<file path="config.mk">
export PLATFORM = sky130hd
export DESIGN_NAME = mem_bus_arbiter
export DESIGN_NICKNAME = d
export VERILOG_FILES = /design/src/rtl/mem_bus_arbiter.sv
export SDC_FILE = /design/constraint.sdc
export NUM_CORES = 1
export LEC_CHECK = 0
export ABC_AREA = 1
export ABC_CLOCK_PERIOD_IN_PS = 1800
export CAP_MARGIN = 20
export CORE_MARGIN = 2
export CORE_UTILIZATION = 25
export DETAILED_ROUTE_END_ITERATION = 10
export PLACE_DENSITY = 0.6
export SYNTH_ARGS = -nofsm -noshare
export SYNTH_HDL_FRONTEND = slang
export SYNTH_SLANG_ARGS = --single-unit
</file>
<file path="constraint.sdc">
create_clock -name clk -period 1.8 [get_ports clk]
set_input_delay 0.18 -clock clk [delete_from_list [all_inputs] [get_ports clk]]
set_output_delay 0.18 -clock clk [all_outputs]
set_load 0.1 [all_outputs]
</file>
<file path="src/rtl/mem_bus_arbiter.sv">
// Round-robin arbiter sharing one memory command bus among NREQ byte-stream requesters.
// Optional ACK watchdog is compiled in when MEM_ARB_TIMEOUT_EN is defined.
module mem_bus_arbiter #(
    parameter int NREQ           = 3,
    parameter int TIMEOUT_CYCLES = 1024
) (
    input  logic                clk,
    input  logic                rst_n,
    input  logic [NREQ-1:0]     req_valid,
    input  logic [8*NREQ-1:0]   req_data,
    input  logic [NREQ-1:0]     req_last,
    output logic [NREQ-1:0]     req_ready,
    output logic                mem_valid,
    output logic [7:0]          mem_data,
    input  logic                mem_ready,
    input  logic                ack_valid,
    input  logic                ack_ready,
    output logic [1:0]          grant_id,
    output logic                busy,
    output logic                timeout_err,
    input  logic                err_clr
);

    typedef enum logic [1:0] {
        ST_IDLE     = 2'd0,
        ST_XFER     = 2'd1,
        ST_WAIT_ACK = 2'd2
    } state_t;

    state_t     state_reg, state_next;
    logic [1:0] rr_ptr_reg, rr_ptr_next;
    logic [1:0] grant_reg, grant_next;

    logic [7:0]      data_arr [NREQ];
    logic [2:0]      cand_sum [NREQ];
    logic [1:0]      cand_idx [NREQ];
    logic [NREQ-1:0] cand_valid;
    logic            pick_found;
    logic [1:0]      pick_idx;

    logic            sel_valid;
    logic            sel_last;
    logic [7:0]      sel_data;
    logic            ack_hs;
    logic            wd_expired;

    assign ack_hs = ack_valid & ack_ready;

    // Candidate k is the k-th requester in priority order, starting at rr_ptr.
    for (genvar gi = 0; gi < NREQ; gi++) begin : g_cand
        assign data_arr[gi]   = req_data[8*gi +: 8];
        assign cand_sum[gi]   = {1'b0, rr_ptr_reg} + 3'(gi);
        assign cand_idx[gi]   = (cand_sum[gi] >= 3'(NREQ)) ? 2'(cand_sum[gi] - 3'(NREQ))
                                                           : cand_sum[gi][1:0];
        assign cand_valid[gi] = req_valid[cand_idx[gi]];
    end

    always_comb begin
        pick_found = 1'b0;
        pick_idx   = 2'd0;
        for (int k = NREQ - 1; k >= 0; k--) begin
            if (cand_valid[k]) begin
                pick_found = 1'b1;
                pick_idx   = cand_idx[k];
            end
        end
    end

    always_comb begin
        sel_valid = 1'b0;
        sel_last  = 1'b0;
        sel_data  = 8'd0;
        for (int i = 0; i < NREQ; i++) begin
            if (grant_reg == 2'(i)) begin
                sel_valid = req_valid[i];
                sel_last  = req_last[i];
                sel_data  = data_arr[i];
            end
        end
    end

    function automatic logic [1:0] next_ptr(input logic [1:0] g);
        return (int'(g) == NREQ - 1) ? 2'd0 : g + 2'd1;
    endfunction

    always_ff @(posedge clk or negedge rst_n) begin
        if (!rst_n) begin
            state_reg  <= ST_IDLE;
            rr_ptr_reg <= 2'd0;
            grant_reg  <= 2'd0;
        end else begin
            state_reg  <= state_next;
            rr_ptr_reg <= rr_ptr_next;
            grant_reg  <= grant_next;
        end
    end

    always_comb begin
        state_next  = state_reg;
        rr_ptr_next = rr_ptr_reg;
        grant_next  = grant_reg;
        req_ready   = '0;
        mem_valid   = 1'b0;
        mem_data    = 8'd0;
        unique case (state_reg)
            ST_IDLE: begin
                if (pick_found) begin
                    grant_next = pick_idx;
                    state_next = ST_XFER;
                end
            end
            ST_XFER: begin
                mem_valid = sel_valid;
                mem_data  = sel_data;
                for (int i = 0; i < NREQ; i++) begin
                    req_ready[i] = mem_ready && (grant_reg == 2'(i));
                end
                if (sel_valid && mem_ready && sel_last) begin
                    state_next = ST_WAIT_ACK;
                end
            end
            ST_WAIT_ACK: begin
                // A lost ACK is released exactly like a real one so priority still rotates.
                if (ack_hs || wd_expired) begin
                    state_next  = ST_IDLE;
                    rr_ptr_next = next_ptr(grant_reg);
                end
            end
            default: begin
                state_next = ST_IDLE;
            end
        endcase
    end

    assign grant_id = grant_reg;
    assign busy     = (state_reg != ST_IDLE);

`ifdef MEM_ARB_TIMEOUT_EN
    localparam int WD_W = $clog2(TIMEOUT_CYCLES) + 1;

    logic [WD_W-1:0] wd_cnt_reg;
    logic            timeout_err_reg;
    logic            timeout_set;

    assign wd_expired  = (state_reg == ST_WAIT_ACK) && (wd_cnt_reg == WD_W'(TIMEOUT_CYCLES - 1));
    assign timeout_set = wd_expired && !ack_hs;

    // Counter sits at zero outside WAIT_ACK, so it restarts on every entry.
    always_ff @(posedge clk or negedge rst_n) begin
        if (!rst_n) begin
            wd_cnt_reg      <= '0;
            timeout_err_reg <= 1'b0;
        end else begin
            if (state_reg == ST_WAIT_ACK) begin
                wd_cnt_reg <= wd_cnt_reg + 1'b1;
            end else begin
                wd_cnt_reg <= '0;
            end
            if (timeout_set) begin
                timeout_err_reg <= 1'b1;
            end else if (err_clr) begin
                timeout_err_reg <= 1'b0;
            end
        end
    end

    assign timeout_err = timeout_err_reg;
`else
    localparam int unused_timeout_cycles = TIMEOUT_CYCLES;
    logic unused_err_clr;

    assign unused_err_clr = err_clr;
    assign wd_expired     = 1'b0;
    assign timeout_err    = 1'b0;
`endif

endmodule

</file>
==> metrics.md, run 1 <==
| Metric | Value |
|---|---|
| CP Capture Type | `output port` |
| Initial DRC count | `38` |
| Worst Skew | `0.005046 ns` |
| Number of global-route vias before repair | `1020` |
| Syn Std Cell Area | `808.3 um^2` |
| Fill count | `302` |
| Chip height | `60.86 um` |
| Total gr overflow | `0` |
| Min-delay worst type | `in2async` |
| Commonest non-fill, non-tap cells in the layout | `48 x nand2_1, 34 x clkdlybuf4s50_1, 16 x nand2_2, 14 x buf_12, 11 x buf_4` |
| CP startpoint kind | `register` |
| # rows | `20` |
| Status | `finished clean` |
| CP peak stage delay | `0.45 ns` |
| Post-synthesis cell count | `146` |
| Max_cap viols | `0` |
| Fin. max-slew vios | `0` |
| Count of cell types in the netlist | `24` |
| Crit. Startpoint | `grant_id[1]$_DFFE_PN0P_` |
| Routing usage on met3 | `2.559%` |
| Share of cells above drive strength 1 | `38.65%` |
| Port Buffers | `49` |
| Placer Congestion | `0.7625` |
| Detail-routed via count per cell | `4.422` |
| Clock Latency Late Sink | `0.24 ns` |
| Area taken by multi-input logic gates | `648.1 um^2` |
| Drt total wl | `2.899 mm` |
| Cts hold-fix bufs | `0` |
| Synth warn | `0` |
| Clock period minus worst slack | `1.755 ns` |
| Antenna cells | `0` |
| Critical path buffer and inverter count | `3` |
| Antenna Nets Post-Route | `0` |
| Flops & latches, synth | `6` |
| RSZ-0062 raised after global routing | `true` |
| Max Clock Freq | `569.8 MHz` |
| DPL Wire Length | `2.334 mm` |
| Slowest cell on crit path | `dfrtp_4` |
| Top cell type by total area after synthesis | `nand2_1` |
| Num CTS Buffers | `3` |
| Pre-Repair DR Iteration Count | `4` |
| Reg2Reg Setup Slack | `0.18 ns` |
| CP Data Arrival Time | `1.58 ns` |
| Routed wire length per instance | `11.55 um` |
| FF/Latch Area | `155.1 um^2` |
| Area delta synth->final | `112.1%` |
| Clock-pin slew on the worst setup and hold paths | `0.05 ns` |
| Reg2reg start | `rr_ptr_reg[0]$_DFFE_PN0P_` |
| Register area share after synthesis | `18.58%` |
| Met2 usage in global routing | `29.80%` |
| Final net count | `246` |
| Starting Density | `26.48%` |
| # IOs | `52` |
| CTS tree | `done` |
| CP Class | `reg2out` |
| Met1 GRT Util | `17.25%` |
| WP data required | `1.62 ns` |
| Crit-path cells | `clkinvlp_4 > nor2_4 > nand2_1 > nand3_2 > nand2_2 > clkinvlp_4 > buf_12` |
| CTS root buf | `clkbuf_4` |
| Maximum number of pins on one net before global-route repair | `10` |
| GR peak layer | `met2` |
| Top cells by area, synth | `nand2_1 27%, dfrtp_1 19%, inv_1 9.3%, nand3_1 9.3%, nand2_2 4.6%` |
| Core area | `3053 um^2` |
| DRC | `0` |
| Overall Global Routing Usage | `15.25%` |
| Syn_nets | `184` |
| Setup-failing EPs final | `0` |
| Clk buf depth | `2` |
| Initial antenna violation count | `0` |
| Share of the synthesized area in the top cell type | `26.93%` |
| Leading cell type in the layout, fill and taps excluded | `nand2_1` |
| First-pass GRT wire length | `4.291 mm` |
| Die area | `3704 um^2` |
| Clk sinks | `6` |
| Layout Utilization | `56.15%` |
| Crit-path max FO | `5` |
| Vias after detailed routing | `1110` |
| Final period utilization | `97.50%` |
| Top cell family by delay on the critical path | `simple AND/OR/NAND/NOR gates` |
| Die Width | `60.86 um` |
| Most used cell, CP | `clkinvlp_4` |
| H-tree Lvls | `1` |
| Final Hold Fails | `0` |
| Average size of a mapped cell | `5.536 um^2` |
==> routing by layer <==
metal  vias up  wire length [um]
li1        576                 -
met1       486              1164
met2        46              1499
met4         0                16
met5         -                 0
met3         2               219
==> cell families (layout without fill, tap and decap cells) <==
logic type	Yosys count	in the layout	share of synthesized area [%]
other	1	1	0.4640
buffers and inverters	27	87	14.86
adder cells (fa/ha/maj)	2	2	3.095
flip-flops	6	6	18.58
AO/OA/AOI/OAI	9	9	6.811
AND/OR/NAND/NOR	101	102	56.19
==> timing repair <==
action                                  CTS  global route
pin swaps                                 0             5
hold endpoints to repair                  0             0
endpoints found under the setup margin   11             9
setup buffers                             0             5
cloned                                    0             1
gates resized for setup                   3            21
==> through the flow <==
stage / setup WS, ns / TNS [ns] / hold slack [ns] / std cells / instance area (um^2)
2_1_floorplan: -0.1784 / -1.547 / -0.1156 / 146 / 869.6
3_3_place_gp: 0.1958 / 0 / 0.4363 / 241 / 1560
3_5_place_dp: 0.1896 / 0 / 0.4408 / 241 / 1560
4_1_cts: 0.001199 / 0 / 0.1797 / 245 / 1594
5_1_grt: -0.05132 / -0.2359 / 0.1807 / 251 / 1714
6_report: 0.04492 / 0 / 0.1725 / 251 / 1714
==> worst paths after layout <==
path | to | depth (start not counted)
min reg2reg | rr_ptr_reg[0]$_DFFE_PN0P_ | 2
min | grant_id[1]$_DFFE_PN0P_ | 1
max in group asynchronous | grant_id[1]$_DFFE_PN0P_ | 1
min in group clk | rr_ptr_reg[0]$_DFFE_PN0P_ | 2
max reg2reg | grant_id[1]$_DFFE_PN0P_ | 11
max | mem_data[3] | 7
==> worst reg2reg max path: stages (launching register included) <==
cell,delay [ns]
dfrtp_1,0.36
inv_1,0.05
ha_1,0.37
inv_2,0.07
nand2_1,0.07
nand2_2,0.06
a21oi_2,0.15
nand3_1,0.10
nand2_2,0.09
inv_2,0.05
nand2_1,0.07
o21ai_2,0.05
==> Yosys cell counts <==
master / number
buf_6: 2
o21ai_1: 1
ha_1: 2
nand2_1: 58
a21boi_0: 1
o21ai_2: 1
inv_2: 4
nand2_4: 1
nand3_1: 15
o21ai_0: 4
nand2_2: 6
nor3_1: 2
nor2_4: 1
a21oi_2: 1
inv_1: 20
conb_1: 1
dfrtp_1: 6
nor2_2: 2
and3_1: 1
a21oi_1: 1
buf_4: 1
nor2_1: 10
nand4_1: 4
nand3_2: 1
==> cell type report <==
class                           count  area share, %
Clock buffer                        4          1.533
Timing Repair Buffer               59          41.02
Tap cell                           44          3.212
Inverter                           24          7.372
Multi-Input combinational cell    114          37.81
Sequential cell                     6          9.051
Power of run 1 is left out: the tool's default activity adds up to more than one toggle a clock period on the data nets, which glitch-free logic cannot reach.
==> inputs of run 2 (changes only) <==
--- a/config.mk
+++ b/config.mk
@@ -11,7 +11,8 @@
 export CORE_MARGIN = 2
 export CORE_UTILIZATION = 25
 export DETAILED_ROUTE_END_ITERATION = 10
-export PLACE_DENSITY = 0.6
+export PLACE_DENSITY_LB_ADDON = 0.05
+export SLEW_MARGIN = 30
 export SYNTH_ARGS = -nofsm -noshare
 export SYNTH_HDL_FRONTEND = slang
 export SYNTH_SLANG_ARGS = --single-unit
==> metrics.md, run 2 (synthesis results as in run 1) <==
| Metric | Value |
|---|---|
| Number of global-route vias before repair | `1005` |
| Clock Latency Late Sink | `0.25 ns` |
| Vias after detailed routing | `1103` |
| Final net count | `247` |
| Status | `finished clean` |
| Placed insts | `239` |
| Clk buf depth | `2` |
| Cts hold-fix bufs | `0` |
| Clk sinks | `6` |
| RSZ-0062 raised after global routing | `true` |
| DPL Wire Length | `2.142 mm` |
| CTS root buf | `clkbuf_4` |
| Detail-routed via count per cell | `4.377` |
| # IOs | `52` |
| Drt total wl | `2.820 mm` |
| Clock period minus worst slack | `1.765 ns` |
| Share of cells above drive strength 1 | `35.10%` |
| Worst Skew | `0.009024 ns` |
| Core area | `3053 um^2` |
| Post-Route Setup TNS | `0 ns` |
| Antenna cells | `0` |
| Initial antenna violation count | `0` |
| # rows | `20` |
| Num CTS Buffers | `3` |
| CP startpoint kind | `register` |
| Final Hold Fails | `0` |
| Commonest non-fill, non-tap cells in the layout | `53 x nand2_1, 34 x clkdlybuf4s50_1, 15 x buf_12, 11 x nand2_2, 11 x nand3_1` |
| Pre-Repair DR Iteration Count | `4` |
| Setup-failing EPs final | `0` |
| First-pass GRT wire length | `4.174 mm` |
| Finished Layout Cells | `252` |
| DRC | `0` |
| Clock-pin slew on the worst setup and hold paths | `0.05 ns` |
| CP Data Arrival Time | `1.58 ns` |
| Max_cap viols | `0` |
| Die Width | `60.86 um` |
| Antenna Nets Post-Route | `0` |
| Reg2Reg Setup Slack | `0.19 ns` |
| Final period utilization | `98.03%` |
| Area delta synth->final | `110.4%` |
| CP Capture Type | `output port` |
| Total gr overflow | `0` |
| Port Buffers | `49` |
| Crit-path max FO | `10` |
| Die area | `3704 um^2` |
| Max Clock Freq | `566.7 MHz` |
| Reg2Reg Depth | `11` |
| H-tree Lvls | `1` |
| Overall Global Routing Usage | `15.02%` |
| Placer Congestion | `0.8531` |
| Layout Utilization | `55.70%` |
| R2r endpoint | `grant_id[1]$_DFFE_PN0P_` |
| Fill count | `303` |
| Routed wire length per instance | `11.19 um` |
| Min-delay worst type | `in2async` |
| Maximum number of pins on one net before global-route repair | `11` |
| Initial DRC count | `42` |
| WP data required | `1.62 ns` |
| CTS tree | `done` |
| CP Class | `reg2out` |
| FF/Latch Area | `155.1 um^2` |
| Area taken by multi-input logic gates | `610.6 um^2` |
| Fin. max-slew vios | `0` |
| Chip height | `60.86 um` |
| Starting Density | `26.48%` |
| Reg2reg start | `rr_ptr_reg[0]$_DFFE_PN0P_` |
| Leading cell type in the layout, fill and taps excluded | `nand2_1` |
run 2: critical path: stages (launching register included):
cell	delay [ns]
dfrtp_4	0.49
nor2_2	0.16
buf_6	0.17
nand2_1	0.07
nand3_1	0.10
nand2_1	0.09
clkinvlp_4	0.09
buf_12	0.17
run 2: worst max-delay path by stage:
stage	startpoint	to	cells after the start
after floorplan	grant_id[0]$_DFFE_PN0P_	req_ready[1]	2
after global placement	grant_id[1]$_DFFE_PN0P_	mem_data[3]	8
after detailed placement	grant_id[1]$_DFFE_PN0P_	mem_data[4]	8
after CTS	grant_id[0]$_DFFE_PN0P_	mem_data[5]	7
after global routing	grant_id[1]$_DFFE_PN0P_	mem_data[0]	8
final	grant_id[1]$_DFFE_PN0P_	mem_data[4]	7
run 2: layer usage:
layer	wire length, um	track usage [%]	vias to the layer above
li1	-	-	576
met1	1184	17.87	491
met2	1449	27.50	36
met3	186	2.772	0
met4	0	4.037	0
met5	0	0	-
run 2: what timing repair did:
action                     CTS  global route
setup buffers                4             4
hold endpoints to repair     0             0
cloned                       1             0
setup endpoints to repair    8             9
resized for setup            2            13
pin swaps                    1             2
run 2: stage by stage:
step,cell area [um^2],hold WS (ns),setup WS (ns)
global placement,1545,0.4342,0.1523
finish,1700,0.1652,0.03538
CTS,1610,0.1709,0.003465
detailed placement,1545,0.4384,0.1518
global route,1700,0.1690,-0.06903
floorplan,869.6,-0.1156,-0.1784
run 2: final cells by class:
| class | count | area share [%] |
|---|---|---|
| Clock buffer | 4 | 1.545 |
| Inverter | 24 | 7.432 |
| Multi-Input combinational cell | 114 | 35.91 |
| Sequential cell | 6 | 9.124 |
| Tap cell | 44 | 3.238 |
| Timing Repair Buffer | 60 | 42.75 |
Power of run 2 is left out for the same reason.
==> inputs of run 3 (changes only) <==
--- a/config.mk
+++ b/config.mk
@@ -11,7 +11,7 @@
 export CORE_MARGIN = 2
 export CORE_UTILIZATION = 25
 export DETAILED_ROUTE_END_ITERATION = 10
-export PLACE_DENSITY_LB_ADDON = 0.05
+export PLACE_DENSITY = 0.69
 export SLEW_MARGIN = 30
 export SYNTH_ARGS = -nofsm -noshare
 export SYNTH_HDL_FRONTEND = slang
==> constraint.sdc (replaced) <==
create_clock -name clk -period 1.8 [get_ports clk]
set_input_delay 0.27 -clock clk [delete_from_list [all_inputs] [get_ports clk]]
set_output_delay 0.27 -clock clk [all_outputs]
set_load 0.1 [all_outputs]
==> metrics.md, run 3 (synthesis results as in run 1) <==
| Metric | Value |
|---|---|
| Overall Global Routing Usage | `14.93%` |
| Number of global-route vias before repair | `944` |
| Die Width | `60.86 um` |
| CTS root buf | `clkbuf_4` |
| Leading cell type in the layout, fill and taps excluded | `nand2_1` |
| DPL Wire Length | `2.204 mm` |
| Core area | `3053 um^2` |
| RSZ-0062 raised after global routing | `true` |
| Placed cell area | `1605 um^2` |
| Maximum number of pins on one net before global-route repair | `9` |
| # IOs | `52` |
| Post-route cell area | `1784 um^2` |
| Min-delay worst type | `in2async` |
| Clk buf depth | `2` |
| Antenna cells | `0` |
| Port Buffers | `49` |
| # rows | `20` |
| Max_cap viols | `0` |
| Layout Utilization | `58.44%` |
| Total gr overflow | `0` |
| Final Hold Fails | `0` |
| Reg2Reg Setup Slack | `0.16 ns` |
| Drt total wl | `2.900 mm` |
| Initial DRC count | `28` |
| Share of cells above drive strength 1 | `40.57%` |
| Fin. max-slew vios | `0` |
| Placer Congestion | `0.8213` |
| H-tree Lvls | `1` |
| CP startpoint kind | `register` |
| Post-Route Setup TNS | `-0.1572 ns` |
| Final WS setup | `-0.02852 ns` |
| Worst Skew | `0.003689 ns` |
| Max Clock Freq | `546.9 MHz` |
| Num CTS Buffers | `3` |
| Failing checks | `setup timing` |
| Area delta synth->final | `120.7%` |
| CP Data Arrival Time | `1.56 ns` |
| Clk sinks | `6` |
| Final period utilization | `101.6%` |
| First-pass GRT wire length | `4.167 mm` |
| CP Capture Type | `output port` |
| DRC | `0` |
| Clock-pin slew on the worst setup and hold paths | `0.04 ns` |
| Initial antenna violation count | `0` |
| Clock period minus worst slack | `1.829 ns` |
| Die area | `3704 um^2` |
| Detail-routed via count per cell | `4.348` |
| Starting Density | `26.48%` |
| Pre-Repair DR Iteration Count | `4` |
| Status | `finished, violations left` |
| Setup-failing EPs final | `8` |
| Crit-path max FO | `8` |
| Vias after detailed routing | `1113` |
| Commonest non-fill, non-tap cells in the layout | `47 x nand2_1, 34 x clkdlybuf4s50_1, 15 x nand2_2, 15 x buf_12, 15 x buf_4` |
| Final net count | `252` |
| Routed wire length per instance | `11.33 um` |
| WP data required | `1.53 ns` |
| CP Class | `reg2out` |
| Clock Latency Late Sink | `0.24 ns` |
| Chip height | `60.86 um` |
| CTS tree | `done` |
| Fill count | `278` |
| Antenna Nets Post-Route | `0` |
| Hold_ws | `0.2704 ns` |
[run 3: cell types whose count changed in the layout (fill, tap and decap cells not counted), sizes merged]
cell | previous run | this run
buf | 26 | 31
clkbuf | 4 | 3
[run 3: worst paths after layout]
check,from,endpoint,depth (start not counted)
worst max register to register,grant_id[1]$_DFFE_PN0P_,state_reg[0]$_DFFE_PN0P_,9
worst max-delay path,grant_id[1]$_DFFE_PN0P_,mem_data[6],8
worst min register to register,rr_ptr_reg[0]$_DFFE_PN0P_,rr_ptr_reg[0]$_DFFE_PN0P_,2
min in group clk,rr_ptr_reg[0]$_DFFE_PN0P_,rr_ptr_reg[0]$_DFFE_PN0P_,2
worst min-delay path,rst_n,rr_ptr_reg[1]$_DFFE_PN0P_,1
max in group asynchronous,rst_n,grant_id[0]$_DFFE_PN0P_,1
[run 3: routing by layer]
metal,track usage [%],vias up,part of all wire (%)
li1,-,582,-
met1,19.02,490,45
met2,27.50,41,49
met3,3.198,0,6.6
met4,0,0,0
met5,0,-,0
[run 3: final cells by class]
type	instances	area [um^2]	area share, %
clock buffer	3	22.52	1.262
multi-input combinational	114	655.6	36.75
timing repair buffer	65	764.5	42.85
sequential	6	157.7	8.836
inverter	24	128.9	7.223
tap	44	55.05	3.086
[run 3: critical path, cell delays in order, from the launching register on]
cell and delay, ns:
dfrtp_4 0.44, clkinvlp_4 0.19, nand2_4 0.13, inv_6 0.05, nand2_1 0.08, nand3_2 0.08, nand2_2 0.08, clkinvlp_4 0.09
buf_12 0.17
[run 3: what timing repair did]
action | CTS | global route
hold buffers | 0 | 0
gates cloned | 1 | 0
pin swaps | 7 | 2
resized for setup | 15 | 8
setup endpoints to repair | 9 | 12
buffers inserted | 8 | 1
endpoints found under the hold margin | 0 | 0
[run 3: per-stage QoR]
step | cells | setup WS, ns
2_1_floorplan | 146 | -0.1828
3_3_place_gp | 243 | 0.1329
3_5_place_dp | 243 | 0.1123
4_1_cts | 255 | -0.05508
5_1_grt | 256 | -0.1094
6_report | 256 | -0.02852
Power of run 3 is left out for the same reason.
==> patch 1, RTL diff (flow settings as in run 1) <==
Build with the macro `MEM_ARB_TIMEOUT_EN` defined.
--- a/src/rtl/mem_bus_arbiter.sv
+++ b/src/rtl/mem_bus_arbiter.sv
@@ -2,2 +2,4 @@
 // Optional ACK watchdog is compiled in when MEM_ARB_TIMEOUT_EN is defined.
+`define MEM_ARB_TIMEOUT_EN
+
 module mem_bus_arbiter #(
Check against the original RTL: same outputs for any inputs over 10 cycles, from zero or initial values and one cycle with rst_n low; that may be too few to reach the edited logic, so the function may still have changed.
==> patch 1 against run 1 <==
  * Wire length up 32%
  * Critical path depth is the same
  * Global-route usage fell by 3.4 points
  * Synthesized area grew 72%
  * Hold slack better by 0.083 ns
  * Sequential cell count is 12 higher
  * Count of clock-buffer cells in the layout unchanged
  * Utilization is 11 points lower
  * Cell area grew 44%
  * Setup slack got worse by 0.010 ns
  * Sequential share of layout area increased by 9.5 points
==> patch 1: results (changes against run 1) <==
{| class="wikitable"
! Metric !! Value
|-
| Amount of wire on met2 after detailed routing || 1958 um (+31%)
|-
| Global-route wire length before repair || 5996 um (+40%)
|-
| Area taken by multi-input logic gates || 903.4 sq um (+39%)
|-
| Via count || 1571 (+42%)
|-
| Routed length on met3 || 257 um (+17%)
|-
| Xor/xnor cell area share of the yosys netlist || 0.6284% (+0.63 points)
|-
| Total cell area at the placement stage || 2213 sq um (+42%)
|-
| Largest net degree at the start of global routing || 19 (+9)
|-
| Post-synthesis sequential area ratio || 32.32% (+14 points)
|-
| Global placement routability congestion || 0.8367 (+9.7%)
|-
| Area share of the largest cell type after synthesis || 32.32% (+5.4 points)
|-
| Worst clock skew on the final layout || 0.001230 ns (-0.003816 ns)
|-
| Mean post-synth cell area || 6.307 sq um (+14%)
|-
| Critical Path Sink || mem_valid
|-
| Cell total after placement || 345 (+43%)
|-
| Worst R2R End || grant_id[0]
|-
| Post-Route M1 WL || 1603 um (+38%)
|-
| Number of storage elements in the synthesis netlist || 18 (+12)
|-
| Share of final-layout standard cells stronger than drive strength 1 || 31.25% (-7.4 points)
|-
| Count of port buffers added during placement || 51 (+4.1%)
|-
| Non-filler instance count after layout || 360 (+43%)
|-
| Number of buffers added for setup after CTS || 3 (+3)
|-
| Most common library cells after synthesis || nand2_1, inv_1, nand3_1, nor2_1, dfrtp_1
|-
| Net count after synthesis || 261 (+42%)
|-
| Worst-path maximum fanout || 7 (+2)
|-
| Number of inserted filler cells in the final layout || 558 (+85%)
|-
| Depth of the most critical reg-to-reg path || 10 (-1)
|-
| Final HPWL DP || 2821 um (+21%)
|-
| Worst path max stage delay || 0.55 ns (+0.10 ns)
|-
| Global-route track usage on met2 || 21.71% (-8.1 points)
|-
| Iter 0 DRT Violations || 37 (-2.6%)
|-
| Worst reg2reg setup slack || 0.20 ns (+0.02 ns)
|-
| Run status || finished, final reports clean
|-
| GRT Overall Usage || 11.83% (-3.4 points)
|-
| CTS-repair resized insts || 7 (+4)
|-
| Root buffer cell || clkbuf_8
|}
==> patch 1: changes by cell type after synthesis, sizes merged, moves of 2 or more <==
cell / before / now
nand2: 65 / 84
dfrtp: 6 / 18
inv: 24 / 35
nor2: 13 / 23
a21oi: 2 / 9
nand3: 16 / 23
o21ai: 6 / 10
ha: 2 / 4
==> patch 1: layout make-up <==
class | instances | share of cell area, %
Timing Repair Buffer | 67 | 32.00
Clock buffer | 4 | 2.231
Sequential cell | 18 | 18.56
Tap cell | 72 | 3.651
Multi-Input combinational cell | 164 | 36.61
Inverter | 35 | 6.947
==> patch 1: how the worst min path moves through the flow <==
stage	start	to	cells past startpoint
floorplan	rst_n	rr_ptr_reg[0]	0
CTS	rst_n	timeout_err	2
global route	rst_n	wd_cnt_reg[5]	2
detailed placement	wd_cnt_reg[0]	wd_cnt_reg[0]	1
global placement	wd_cnt_reg[8]	wd_cnt_reg[8]	1
finish	rst_n	wd_cnt_reg[3]	2
==> patch 2, RTL diff (settings of run 1) <==
Made on the original files. Encoding of `state_t`: now one-hot (3 bits for 3 states).
--- a/src/rtl/mem_bus_arbiter.sv
+++ b/src/rtl/mem_bus_arbiter.sv
@@ -23,6 +23,6 @@
 
-    typedef enum logic [1:0] {
-        ST_IDLE     = 2'd0,
-        ST_XFER     = 2'd1,
-        ST_WAIT_ACK = 2'd2
+    typedef enum logic [2:0] {
+        ST_IDLE     = 3'b001,
+        ST_XFER     = 3'b010,
+        ST_WAIT_ACK = 3'b100
     } state_t;
Behaviour: same outputs for any inputs over 10 cycles, from zero or initial values and one cycle with rst_n low; not proved beyond that.
==> patch 2 against run 1 <==
  * Largest cell class unchanged
  * Utilization decreased by 3.5 points
  * Sequential share of layout area increased by 1.3 points
  * Hold slack improved by 0.012 ns
  * Sequential cell count increased by 1
  * Global-route usage increased by 0.66 points
  * Setup slack improved by 0.035 ns
  * Via count increased by 8.0%
  * Cell area increased by 3.4%
  * Fmax increased by 2.0%
  * Cell count increased by 2.4%
  * Synthesized area increased by 9.6%
  * First-iteration DRC count increased by 120%
  * Wire length increased by 4.5%
==> patch 2: results (changes against run 1) <==
{| class="wikitable"
! Metric !! Value
|-
| Number of storage elements in the synthesis netlist || 7 (+1)
|-
| Complex-gate fraction of the synthesized area || 7.910% (+1.1 points)
|-
| Launch point of the critical path || grant_id[0]
|-
| Global-route wire length before repair || 5161 um (+20%)
|-
| Number of nets in the finished design || 250 (+1.6%)
|-
| Initial cell density of the core || 26.34% (-0.14 points)
|-
| Hold Worst Slack || 0.1842 ns (+0.01172 ns)
|-
| Leading cell types by total area after synthesis || nand2_1, dfrtp_1, nand3_1
|-
| Sequential share of cell area || 10.38% (+1.3 points)
|-
| Vias in the first global route || 1139 (+12%)
|-
| Number of logic inverters in the finished layout || 29 (+21%)
|-
| Most common library cells after synthesis || nand2_1, nand3_1, inv_1, nor3_1, dfrtp_1
|-
| Count of different cell masters after synthesis || 25 (+4.2%)
|-
| GRT Overall Usage || 15.91% (+0.66 points)
|-
| Non-clock buffer share || 40.68% (-0.34 points)
|-
| Post-synthesis sequential area ratio || 19.92% (+1.3 points)
|-
| Post-Syn Area || 885.9 sq um (+9.6%)
|-
| Arrival time of data at the critical path endpoint || 1.54 ns (-0.04 ns)
|-
| Worst R2R End || state_reg[2]
|-
| Worst reg2reg setup slack || 0.20 ns (+0.02 ns)
|-
| Drt first pass iters || 6 (+2)
|-
| Clk tree area frac || 1.483% (-0.050 points)
|-
| Post-Route M1 WL || 1326 um (+14%)
|-
| Run status || finished, final reports clean
|-
| Critical Path Sink || req_ready[0]
|-
| Final HPWL DP || 2378 um (+1.9%)
|-
| Worst clock skew on the final layout || 0.0006203 ns (-0.004426 ns)
|-
| Non-filler instance count after layout || 257 (+2.4%)
|-
| Worst path max stage delay || 0.52 ns (+0.07 ns)
|-
| Global placement routability congestion || 0.7355 (-3.5%)
|-
| Iter 0 DRT Violations || 85 (+120%)
|-
| Number of inserted filler cells in the final layout || 346 (+15%)
|-
| Met1 capacity usage during global routing || 20.26% (+3.0 points)
|-
| Insertion delay to the later sink of the worst-skew pair || 0.26 ns (+0.02 ns)
|-
| Buffers outside the clock class || 58 (-1.7%)
|-
| Multi-input combinational area share || 35.81% (-2.0 points)
|-
| Share of final-layout standard cells stronger than drive strength 1 || 33.18% (-5.5 points)
|}
patch 2: stage by stage:
stage | util, % | setup slack (ns) | instance area [sq um]
floorplan | - | -0.1269 | 980.9
global placement | 48.92 | 0.1303 | 1645
detailed placement | 48.92 | 0.08616 | 1645
CTS | 50.97 | 0.02320 | 1714
global route | 52.68 | -0.002395 | 1772
finish | 52.68 | 0.07946 | 1772
patch 2: worst reg2reg max path, stage by stage (launching register included):
cell	delay, ns
dfrtp_1	0.43
inv_1	0.08
ha_1	0.26
inv_2	0.11
nand2_2	0.07
nand3_2	0.09
nand2_2	0.10
nand4_2	0.13
nand2_1	0.10
inv_1	0.04
nand2_1	0.05
inv_1	0.04
patch 2: what timing repair did:
| item | 4_1_cts | 5_1_grt |
|---|---|---|
| resized for setup | 5 | 7 |
| setup buffers | 3 | 4 |
| setup endpoints to repair | 10 | 11 |
| pin swaps | 1 | 2 |
